**config.mk**
```make
export PLATFORM = sky130hd
export DESIGN_NAME = bus_arbiter
export DESIGN_NICKNAME = d
export VERILOG_FILES = /design/src/rtl/bus_arbiter.sv
export SDC_FILE = /design/constraint.sdc
export NUM_CORES = 1
export LEC_CHECK = 0
export BUFFER_PORTS_ARGS = -buffer_cell sky130_fd_sc_hd__buf_2
export CORE_MARGIN = 2
export CORE_UTILIZATION = 50
export CTS_BUF_LIST = sky130_fd_sc_hd__clkbuf_4 sky130_fd_sc_hd__clkbuf_8
export DETAILED_ROUTE_END_ITERATION = 10
export HOLD_SLACK_MARGIN = 0.06
export PLACE_DENSITY = 0.94
export REMOVE_ABC_BUFFERS = 1
export SLEW_MARGIN = 20
export SYNTH_ARGS = -nofsm -noshare
export SYNTH_HDL_FRONTEND = slang
export SYNTH_SLANG_ARGS = --single-unit
```
**constraint.sdc**
```tcl
create_clock -name clk_i -period 3.9 [get_ports clk_i]
set_clock_uncertainty 0.2 [all_clocks]
set_input_delay 0.585 -clock clk_i [delete_from_list [all_inputs] [get_ports clk_i]]
set_output_delay 0.585 -clock clk_i [all_outputs]
set_load 0.02 [all_outputs]
```
**src/rtl/bus_arbiter.sv**
```systemverilog
// rtl/bus_arbiter.sv - Round-robin bus arbiter with halt-aware timeout
// Serialises NUM_MASTERS requesters onto one downstream port. Each
// transaction walks IDLE -> ISSUE -> WAIT -> DONE; WAIT stretches while the
// downstream halts and gives up with an error after TIMEOUT_CYCLES.

package cpu_reg_package;
  localparam int ADDRESS_WIDTH = 16;
  localparam int DATA_WIDTH    = 16;
endpackage

module bus_arbiter #(
  parameter int NUM_MASTERS    = 2,
  parameter int TIMEOUT_CYCLES = 255,
  parameter int address_width  = cpu_reg_package::ADDRESS_WIDTH,
  parameter int data_width     = cpu_reg_package::DATA_WIDTH
) (
  input  logic                                      clk_i,
  input  logic                                      reset_i,
  input  logic [NUM_MASTERS-1:0]                    req_i,
  input  logic [NUM_MASTERS-1:0]                    m_we_i,
  input  logic [NUM_MASTERS-1:0][address_width-1:0] m_address_i,
  input  logic [NUM_MASTERS-1:0][data_width-1:0]    m_data_i,
  output logic [NUM_MASTERS-1:0]                    gnt_o,
  output logic [NUM_MASTERS-1:0]                    ack_o,
  output logic                                      err_o,
  output logic [data_width-1:0]                     m_data_o,
  output logic                                      we_o,
  output logic [address_width-1:0]                  address_o,
  output logic [data_width-1:0]                     data_o,
  input  logic [data_width-1:0]                     data_i,
  input  logic                                      cpu_halt_i
);

  localparam int IDX_W = $clog2(NUM_MASTERS);
  localparam int CNT_W = 16;

  localparam logic [1:0] S_IDLE  = 2'd0;
  localparam logic [1:0] S_ISSUE = 2'd1;
  localparam logic [1:0] S_WAIT  = 2'd2;
  localparam logic [1:0] S_DONE  = 2'd3;

  logic [1:0]               state_q, state_d;
  logic [IDX_W-1:0]         rr_ptr_q, rr_ptr_d;
  logic [IDX_W-1:0]         owner_q, owner_d;
  logic [NUM_MASTERS-1:0]   gnt_q, gnt_d;
  logic [CNT_W-1:0]         cnt_q, cnt_d;
  logic                     we_q, we_d;
  logic [address_width-1:0] addr_q, addr_d;
  logic [data_width-1:0]    wdata_q, wdata_d;
  logic [data_width-1:0]    rdata_q, rdata_d;
  logic                     err_q, err_d;

  logic                     pick_valid;
  logic [IDX_W-1:0]         pick_idx;
  logic [IDX_W-1:0]         cand;

  // Round-robin winner: first requesting master at or above rr_ptr, wrapping.
  always_comb begin
    pick_valid = 1'b0;
    pick_idx   = '0;
    cand       = '0;
    for (int i = 0; i < NUM_MASTERS; i++) begin
      cand = IDX_W'((int'(rr_ptr_q) + i) % NUM_MASTERS);
      if (!pick_valid && req_i[cand]) begin
        pick_valid = 1'b1;
        pick_idx   = cand;
      end
    end
  end

  // Next-state logic; we_o and err_o default low so they only pulse.
  always_comb begin
    state_d  = state_q;
    rr_ptr_d = rr_ptr_q;
    owner_d  = owner_q;
    gnt_d    = gnt_q;
    cnt_d    = cnt_q;
    we_d     = 1'b0;
    addr_d   = addr_q;
    wdata_d  = wdata_q;
    rdata_d  = rdata_q;
    err_d    = 1'b0;
    case (state_q)
      S_IDLE: begin
        if (pick_valid) begin
          state_d         = S_ISSUE;
          owner_d         = pick_idx;
          gnt_d           = '0;
          gnt_d[pick_idx] = 1'b1;
          addr_d          = m_address_i[pick_idx];
          wdata_d         = m_data_i[pick_idx];
          we_d            = m_we_i[pick_idx];
        end
      end
      S_ISSUE: begin
        state_d = S_WAIT;
        cnt_d   = '0;
      end
      S_WAIT: begin
        if (!cpu_halt_i) begin
          state_d = S_DONE;
          rdata_d = data_i;
        end else begin
          cnt_d = cnt_q + CNT_W'(1);
          // The halt cycle that brings the count to TIMEOUT_CYCLES ends WAIT.
          if (({1'b0, cnt_q} + 17'd1) >= 17'(TIMEOUT_CYCLES)) begin
            state_d = S_DONE;
            rdata_d = '0;
            err_d   = 1'b1;
          end
        end
      end
      default: begin
        state_d  = S_IDLE;
        gnt_d    = '0;
        rr_ptr_d = (owner_q == IDX_W'(NUM_MASTERS - 1)) ? '0 : owner_q + IDX_W'(1);
      end
    endcase
  end

  // State registers; reset aborts any transaction in flight without an ack.
  always_ff @(posedge clk_i or posedge reset_i) begin
    if (reset_i) begin
      state_q  <= S_IDLE;
      rr_ptr_q <= '0;
      owner_q  <= '0;
      gnt_q    <= '0;
      cnt_q    <= '0;
      we_q     <= 1'b0;
      addr_q   <= '0;
      wdata_q  <= '0;
      rdata_q  <= '0;
      err_q    <= 1'b0;
    end else begin
      state_q  <= state_d;
      rr_ptr_q <= rr_ptr_d;
      owner_q  <= owner_d;
      gnt_q    <= gnt_d;
      cnt_q    <= cnt_d;
      we_q     <= we_d;
      addr_q   <= addr_d;
      wdata_q  <= wdata_d;
      rdata_q  <= rdata_d;
      err_q    <= err_d;
    end
  end

  assign gnt_o     = gnt_q;
  assign ack_o     = (state_q == S_DONE) ? gnt_q : '0;
  assign err_o     = err_q;
  assign m_data_o  = rdata_q;
  assign we_o      = we_q;
  assign address_o = addr_q;
  assign data_o    = wdata_q;

endmodule

```
==> results.md, run 1 <==
- Status: complete, no violations
- Ant diodes: 0
- Leak pwr: 2.43 nW
- Hold crit path type: input pin to flip-flop
- Critical path endpoint category: flip-flop
- Final period utilization: 0.802
- Placer Congestion: 0.950
- Area grow syn2layout: 27.2%
- Die Span Y: 88.4 µm
- Clk sinks: 72
- Slew margin rel.: 0.460
- R2r setup slk: 0.77 ns
- Largest net degree at the start of global routing: 67
- Pwr Density: 707 mW/mm²
- Met2 WL post-DR: 5080 µm
- Register area share after synthesis: 0.506
- Critical path class: flip-flop to flip-flop
- Max IR drop VDD: 0.000495 V
- #FFs+latches synth: 72
- Hold slack: 0.252 ns
- CTS Buf Count: 9
- Mux share of post-synthesis cell area: 0.109
- Syn Inst Count: 344
- Crit path time final: 3.13 ns
- Xor/xnor share of the synthesized area: 0.00738
- Post-CTS setup repair buffer count: 0
- Num ports: 141
- Fin cells: 577
- Final Max Tran Viols: 0
- Final net count: 569
- Compound-cell area share of the yosys netlist: 0.188
- Port Buf Inserts: 140
- Row count: 30
- Root buffer cell: clkbuf_8
- Worst-Skew Late Latency: 0.36 ns
- Worst slew pin tran: 0.808 ns
- Final setup fails: 0
- Share of layout cells above drive strength 1: 0.368
- Top Metal Used: met4
- First-pass DRT Iterations: 5
- Initial antenna violation count: 0
- Initial Utilization: 0.521
- Iter 0 DRT Violations: 270
- WL met3: 724 µm
- Final hold violations: 0
- Max clock buf depth: 2
- Die width: 88.4 µm
- Yosys warnings: 0
- Metal-1 WL: 3600 µm
- Startpoint class of the critical path: flip-flop
- Die footprint: 0.00782 mm²
- Crit-path max FO: 16
- Final antenna-violating net count: 0
- Placed cells: 560
- Htree depth: 3
- Max_cap viols: 0
- Vias: 3221
- Worst Path Arrival: 3.21 ns
- Adder-cell share of the synthesized area: 0.0211
- Clock Pin Slew Worst Setup and Hold Paths: 0.08 ns
- Vias in the first global route: 3007
- Drt drc: 0
- Post-Syn Area: 0.00356 mm²
- Hold-fix buffers, CTS: 1
- Critical Path RT: 3.98 ns
- DRT Wirelength: 9670 µm
- Drt via density: 5.58
- Synth unique cells: 42
- F_max: 0.320 GHz
- Core Box Area: 0.00683 mm²
- Post_cts resized: 0
- Syn avg cell area: 10.4 µm²
- Unrepaired setup endpoints after global routing: no
- Post-DP HPWL: 7060 µm
- Global route total overflow: 0
- Largest family of logic cells by synthesized area: compound AO/OA/AOI/OAI gates
- First-pass GRT wire length: 14700 µm
- Post-Synth Simple-Gate Area: 0.124
- Wire per inst: 16.8 µm
- CTS tree: done
- GRT Resource Usage Total: 0.247
## cells in the final DEF, fill, tap and decap left out, drive strengths merged, types with 9 or more instances in the layout
cell / netlist / final
nand2: 42 / 42
buf: 8 / 145
nor2: 15 / 15
inv: 10 / 11
a22o: 16 / 16
dfrtp: 72 / 72
o21ai: 61 / 61
clkbuf: 17 / 9
mux2i: 35 / 35
o31ai: 9 / 9
## critical path: stages (launching register included)
cell and delay [ns]:
dfrtp_1 0.52, ha_1 0.30, nand3_1 0.18, nor2_2 0.38, nand4_1 0.18, a2111o_1 0.47, o31ai_4 0.59, a22o_1 0.24
## through the flow
stage	TNS [ns]	area, µm²	setup slack, ns	total power, W	util
4_1_cts	0	4530	0.816	0.00320	0.662
3_5_place_dp	0	4320	0.860	0.00260	0.632
2_1_floorplan	-37.66	3440	-1.10	0.00209	-
3_3_place_gp	0	4320	1.05	0.00251	0.632
5_1_grt	0	4530	0.571	0.00340	0.663
6_report	0	4530	0.773	0.00321	0.663
## cells in the mapped netlist
| master | count | area, µm² |
|---|---|---|
| dfrtp_1 | 72 | 1800 |
| o21ai_0 | 61 | 305 |
| nand2_1 | 42 | 158 |
| mux2i_1 | 35 | 350 |
| clkbuf_1 | 17 | 63.8 |
| a22o_1 | 16 | 140 |
| nor2_1 | 14 | 52.6 |
| inv_1 | 10 | 37.5 |
| nand3_1 | 8 | 40.0 |
| o31ai_1 | 7 | 52.6 |
| a21oi_1 | 6 | 30.0 |
| ha_1 | 6 | 75.1 |
| a31oi_1 | 4 | 25.0 |
| nand4_1 | 4 | 25.0 |
| and2_1 | 3 | 18.8 |
| buf_6 | 3 | 33.8 |
| nand2b_1 | 3 | 18.8 |
| nor3_1 | 3 | 15.0 |
| and3_1 | 2 | 12.5 |
| buf_1 | 2 | 7.51 |
| buf_2 | 2 | 10.0 |
| nand4_4 | 2 | 42.5 |
| nor2b_1 | 2 | 12.5 |
| xor2_1 | 2 | 17.5 |
| a2111o_1 | 1 | 11.3 |
| a211o_2 | 1 | 10.0 |
| a211oi_1 | 1 | 7.51 |
| and4_4 | 1 | 11.3 |
| buf_4 | 1 | 7.51 |
| mux2_1 | 1 | 11.3 |
| mux2_2 | 1 | 11.3 |
| mux2_4 | 1 | 15.0 |
| nor2_2 | 1 | 6.26 |
| nor4b_4 | 1 | 23.8 |
| o2111ai_1 | 1 | 8.76 |
| o311ai_0 | 1 | 8.76 |
| o311ai_4 | 1 | 26.3 |
| o31ai_2 | 1 | 12.5 |
| o31ai_4 | 1 | 21.3 |
| o41ai_1 | 1 | 8.76 |
| or3_1 | 1 | 6.26 |
| xnor2_1 | 1 | 8.76 |
## logic make-up after synthesis
| logic type | after synthesis |
|---|---|
| flip-flops | 72 |
| adder cells (fa/ha/maj) | 6 |
| AND/OR/NAND/NOR | 87 |
| AO/OA/AOI/OAI | 103 |
| buffers and inverters | 35 |
| XOR/XNOR | 3 |
| multiplexers | 38 |
## flip-flops by register name, indices dropped and copies added, names as in the netlist, 2 cells and up
register / count
address_o: 16
m_data_o: 16
gnt_o: 2
data_o: 16
state_q: 2
cnt_q: 16
## worst paths after layout
path,startpoint,to,cells after the start
worst min-delay path,data_i[12],m_data_o[12]$_DFFE_PP0P_,2
worst max-delay path,cnt_q[0]$_DFFE_PP0P_,m_data_o[2]$_DFFE_PP0P_,7
min in group asynchronous,reset_i,address_o[15]$_DFFE_PP0P_,3
worst min register to register,owner_q$_DFFE_PP0P_,rr_ptr_q$_DFFE_PP0N_,1
max in group asynchronous,reset_i,address_o[1]$_DFFE_PP0P_,4
worst max register to register,cnt_q[0]$_DFFE_PP0P_,m_data_o[2]$_DFFE_PP0P_,7
## cell type report
class / count / area, µm²
Tap cell: 96 / 120
Sequential cell: 72 / 1800
Multi-Input combinational cell: 237 / 1630
Clock inverter: 7 / 71.3
Fill cell: 487 / 2300
Inverter: 10 / 37.5
Timing Repair Buffer: 146 / 748
Clock buffer: 9 / 124
## power breakdown
group / switching [W] / internal [W] / leakage (nW)
combinational: 0.000910 / 0.000489 / 1.42
clock: 0.000290 / 0.000295 / 0.0916
sequential: 0.000191 / 0.00103 / 0.920
total: 0.00139 / 0.00181 / 2.43
## per-layer routing
layer | vias to the layer above | track usage
met5 | - | 0
met4 | 0 | 0.0978
met3 | 24 | 0.0774
met2 | 152 | 0.418
met1 | 1549 | 0.295
li1 | 1496 | -
Note: power is estimated with default switching activity, not from simulation.
==> inputs of run 2 (changes only) <==
Settings changed: CORE_UTILIZATION 50 to 45, PLACE_DENSITY 0.94 to 0.9.
Clock period 3.9 ns to 2.8 ns, I/O delays scaled along.
==> run 2 against run 1 <==
  * Die area increased by 11%
  * Non-clock buffer count increased by 8
  * Hold slack worse by 0.15 ns
  * Sequential share of layout area fell by 1.1 points
  * Clock power up 56%
  * Utilization fell by 5.7 points
==> results.md, run 2 (synthesized netlist as in run 1, its figures left out) <==
- Iter 0 DRT Violations: 146
- Ant diodes: 0
- Buf/Inv on CP: 0
- Final antenna-violating net count: 0
- Met2 usage: 0.356
- Port Buf Inserts: 140
- Critical Path RT: 2.82 ns
- Final net count: 577
- CP max stage delay: 0.45 ns
- Vias: 3112
- Placer Congestion: 0.864
- Clock Pin Slew Worst Setup and Hold Paths: 0.09 ns
- First-pass GRT wire length: 14000 µm
- Register area: 0.00180 mm²
- Final Max Tran Viols: 0
- Htree depth: 3
- Critical path, cell by cell: and4_4, nor4b_4, mux2_4, a2111o_1, o31ai_2, mux2_1
- F_max: 0.369 GHz
- Cell family with most CP delay: compound AO/OA/AOI/OAI gates
- Global route total overflow: 0
- Clk sinks: 72
- Area of the multi-input gates: 0.00164 mm²
- Num ports: 141
- Drt via density: 5.27
- Worst Path Arrival: 2.73 ns
- GRT Resource Usage Total: 0.201
- Most common cell after layout, fill and taps aside: buf_2
- Die width: 93.0 µm
- Share of layout cells above drive strength 1: 0.382
- Final period utilization: 0.969
- Crit-path max FO: 7
- Die Span Y: 93.0 µm
- Row count: 32
- DRT Wirelength: 8450 µm
- Fillers: 638
- Wire per inst: 14.3 µm
- CTS Buf Count: 9
- Met1 Use GR: 0.236
- Vias in the first global route: 3134
- First-pass DRT Iterations: 4
- Max clock buf depth: 2
- Critical path endpoint category: flip-flop
- Post-DP HPWL: 6410 µm
- Final hold violations: 0
- Final setup fails: 0
- Slew margin rel.: 0.349
- Critical path class: flip-flop to flip-flop
- Core Box Area: 0.00769 mm²
- Worst-Skew Late Latency: 0.34 ns
- Most frequent cells in the layout: buf_2 (140), dfrtp_1 (70), o21ai_0 (59)
- Leak pwr: 2.50 nW
- Initial antenna violation count: 0
- Max_cap viols: 0
- Crit path time final: 2.71 ns
- Root buffer cell: clkbuf_8
- Total power: 0.00453 W
- Initial Utilization: 0.463
- Max IR drop VDD: 0.000422 V
- Most used routing layer: met2
- GR Layer Usage met3: 0.0483
- Die footprint: 0.00864 mm²
- Final instance area: 0.00466 mm²
- Cell at the slowest stage of the critical path: dfrtp_1
- CTS tree: done
- Largest net degree at the start of global routing: 47
- Pwr Density: 972 mW/mm²
- Worst slew pin tran: 0.973 ns
- Hold crit path type: input pin to flip-flop
- Area grow syn2layout: 30.9%
- Drt drc: 0
- Status: complete, no violations
- Startpoint class of the critical path: flip-flop
- DP Area: 0.00441 mm²
run 2: cell count changes in the layout (fill, tap and decap cells not counted), sizes merged:
cell / delta
clkbuf: +1
buf: +8
clkinv: -1
bufinv: +1
clkinvlp: -1
run 2: cell type report:
class                   instances  share of cell area
clock inverters                 6              0.0199
flip-flops and latches         72               0.387
well taps                     102              0.0274
inverters                      10             0.00805
clock buffers                  10              0.0282
multi-input cells             237               0.351
repair buffers                154               0.179
run 2: metrics by stage:
| stage | util | setup WS (ns) | TNS, ns | cells | hold WS [ns] |
|---|---|---|---|---|---|
| floorplan | - | -2.03 | -70.39 | 319 | 0.226 |
| global placement | 0.574 | 0.186 | 0 | 574 | 0.233 |
| detailed placement | 0.574 | 0.118 | 0 | 574 | 0.261 |
| CTS | 0.604 | 0.0780 | 0 | 591 | 0.0938 |
| global route | 0.606 | -0.0128 | -0.0128 | 591 | 0.0938 |
| finish | 0.606 | 0.0875 | 0 | 591 | 0.102 |
run 2: metal layers:
metal  routed length [µm]  up-vias
met2                 4350      135
met4                  143        0
met3                  594       18
li1                     -     1512
met1                 3370     1447
met5                    0        -
run 2: timing repair:
action / 4_1_cts / 5_1_grt
setup endpoints to repair: 0 / 8
hold endpoints to repair: 31 / 0
hold buffers: 1 / 0
gates resized for setup: 0 / 4
setup buffers: 0 / 0
run 2: path summary, 6_finish.rpt:
kind                                       start  slack [ns]                       to  depth (start not counted)
setup / recovery           cnt_q[10]$_DFFE_PP0P_        0.09   state_q[1]$_DFFE_PP0P_                          6
min in group asynchronous                reset_i        0.52  m_data_o[0]$_DFFE_PP0P_                          3
hold / removal                         data_i[7]        0.10  m_data_o[7]$_DFFE_PP0P_                          2
setup reg to reg           cnt_q[10]$_DFFE_PP0P_        0.09   state_q[1]$_DFFE_PP0P_                          6
max in group asynchronous                reset_i        1.20     cnt_q[5]$_DFFE_PP0P_                          4
hold reg to reg              owner_q$_DFFE_PP0P_        0.27     rr_ptr_q$_DFFE_PP0N_                          1
run 2: where the power goes:
part	switching, W	internal (W)	total, W
logic	0.00123	0.000728	0.00196
clock network	0.000396	0.000516	0.000912
registers	0.000226	0.00143	0.00166
total	0.00185	0.00268	0.00453
==> inputs of run 3 (changes only) <==
Settings changed: PLACE_DENSITY 0.9 to 0.78.
==> run 3 against run 2 <==
  * First-iteration DRC count rose by 11%
  * Via count fell by 2.9%
  * Sequential share of layout area fell by 0.17 points
  * Fmax rose by 2.7%
  * Non-clock buffer count rose by 1
  * Routed wire length barely moved
  * Combinational power barely moved
  * Largest cell class unchanged
==> results.md, run 3 (synthesized netlist as in run 1, its figures left out) <==
- Status: complete, no violations
- Clk sinks: 72
- Max IR drop VDD: 0.000533 V
- Num ports: 141
- GRT Resource Usage Total: 0.192
- Crit-path max FO: 9
- WL met3: 459 µm
- Iter 0 DRT Violations: 162
- Post-CTS setup repair buffer count: 0
- Die width: 93.0 µm
- Critical path endpoint category: flip-flop
- Max_cap viols: 0
- Critical path, cell by cell: ha_1, nand3_2, nor2_2, a211o_2, a2111o_1, o31ai_2, mux2_1
- Crit path time final: 2.64 ns
- CP Launch Point: cnt_q[0]$_DFFE_PP0P_
- Flop pwr share: 0.366
- DRT Wirelength: 8450 µm
- Clock power frac: 0.201
- R2r endpoint: state_q[1]$_DFFE_PP0P_
- Area grow syn2layout: 31.4%
- Final Max Tran Viols: 0
- Initial Utilization: 0.463
- Unrepaired setup endpoints after global routing: no
- Drt via density: 5.11
- Max clock buf depth: 2
- Hold crit path type: input pin to flip-flop
- Leak pwr: 2.51 nW
- Gate power share: 0.433
- Vias: 3023
- Cell family with most CP delay: compound AO/OA/AOI/OAI gates
- CTS Buf Count: 9
- Worst-Skew Late Latency: 0.34 ns
- Worst r2r path cells: 7
- Die Span Y: 93.0 µm
- Fillers: 654
- Fin cells: 592
- Share of layout cells above drive strength 1: 0.382
- Startpoint class of the critical path: flip-flop
- Clock Pin Slew Worst Setup and Hold Paths: 0.08 ns
- Wire per inst: 14.3 µm
- Initial antenna violation count: 0
- Final setup fails: 0
- First-pass GRT wire length: 13200 µm
- Global route total overflow: 0
- Worst slew pin tran: 0.622 ns
- Metal-1 WL: 3760 µm
- Htree depth: 3
- Met2 WL post-DR: 4060 µm
- Int Power: 0.00270 W
- CTS tree: done
- Ant diodes: 0
- F_max: 0.379 GHz
- Critical path class: flip-flop to flip-flop
- HP Start: data_i[7]
- Final worst slack: 0.159 ns
- Hold endpoint: m_data_o[7]$_DFFE_PP0P_
- Final net count: 578
- Vias in the first global route: 2739
- Placed cells: 574
- Critical Path RT: 2.83 ns
- Setup TNS: 0 ns
- Buf/Inv on CP: 0
- Core Box Area: 0.00769 mm²
- NetSw: 0.00187 W
- Reg2reg start: cnt_q[0]$_DFFE_PP0P_
- Slew margin rel.: 0.580
- Die footprint: 0.00864 mm²
- R2r setup slk: 0.16 ns
- Final antenna-violating net count: 0
- Final hold violations: 0
- Drt drc: 0
- Row count: 32
- Net Sw Frac: 0.409
- Worst hold stages: 2
- CP max stage delay: 0.48 ns
- Worst Path Arrival: 2.67 ns
- Final period utilization: 0.943
- First-pass DRT Iterations: 4
- Setup Slack @ Placement: 0.0893 ns
- Post-DP HPWL: 6250 µm
- Port Buf Inserts: 140
- Cell at the slowest stage of the critical path: a2111o_1
- Most common cell after layout, fill and taps aside: buf_2
- Most frequent cells in the layout: buf_2 (140), dfrtp_1 (70), o21ai_0 (59)
- Placer Congestion: 0.841
- Largest net degree at the start of global routing: 53
- Pwr Density: 974 mW/mm²
- Top Metal Used: met4
- Root buffer cell: clkbuf_8
run 3: timing repair:
item / CTS / global route
gates resized for setup: 0 / 3
hold buffers: 1 / 0
hold endpoints to repair: 28 / 0
setup endpoints to repair: 0 / 1
run 3: how the worst max path moves through the flow:
stage          cells after the start                       end
2_1_floorplan                      4  address_o[0]$_DFFE_PP0P_
3_3_place_gp                       7    state_q[1]$_DFFE_PP0P_
3_5_place_dp                       7    state_q[1]$_DFFE_PP0P_
4_1_cts                            7    state_q[1]$_DFFE_PP0P_
5_1_grt                            6    state_q[1]$_DFFE_PP0P_
6_report                           7    state_q[1]$_DFFE_PP0P_
run 3: through the flow:
stage,total power [W],hold WS [ns],cell area (µm²),utilization
after detailed placement,0.00363,0.261,4410,0.574
after global placement,0.00356,0.236,4410,0.574
final,0.00456,0.0966,4680,0.609
after floorplan,0.00291,0.226,3440,-
after global routing,0.00486,0.0974,4680,0.609
after CTS,0.00455,0.0875,4650,0.604
run 3: power by group through the flow:
stage          combinational [W]  sequential (W)  clock (W)
2_1_floorplan           0.000815         0.00210          0
3_3_place_gp             0.00188         0.00168          0
3_5_place_dp             0.00194         0.00169          0
4_1_cts                  0.00195         0.00167   0.000933
5_1_grt                  0.00216         0.00173   0.000974
6_report                 0.00197         0.00167   0.000916
run 3: area by class of cell:
cell class / instances / area [µm²] / share of cell area
Clock inverter: 6 / 92.6 / 0.0198
Timing Repair Buffer: 155 / 861 / 0.184
Multi-Input combinational cell: 237 / 1630 / 0.348
Tap cell: 102 / 128 / 0.0273
Inverter: 10 / 37.5 / 0.00802
Sequential cell: 72 / 1800 / 0.385
Clock buffer: 10 / 131 / 0.0281
run 3: metal layers:
metal,GRT usage,vias up
li1,-,1507
met1,0.260,1406
met2,0.303,97
met3,0.0338,13
met4,0.0882,0
met5,0,-
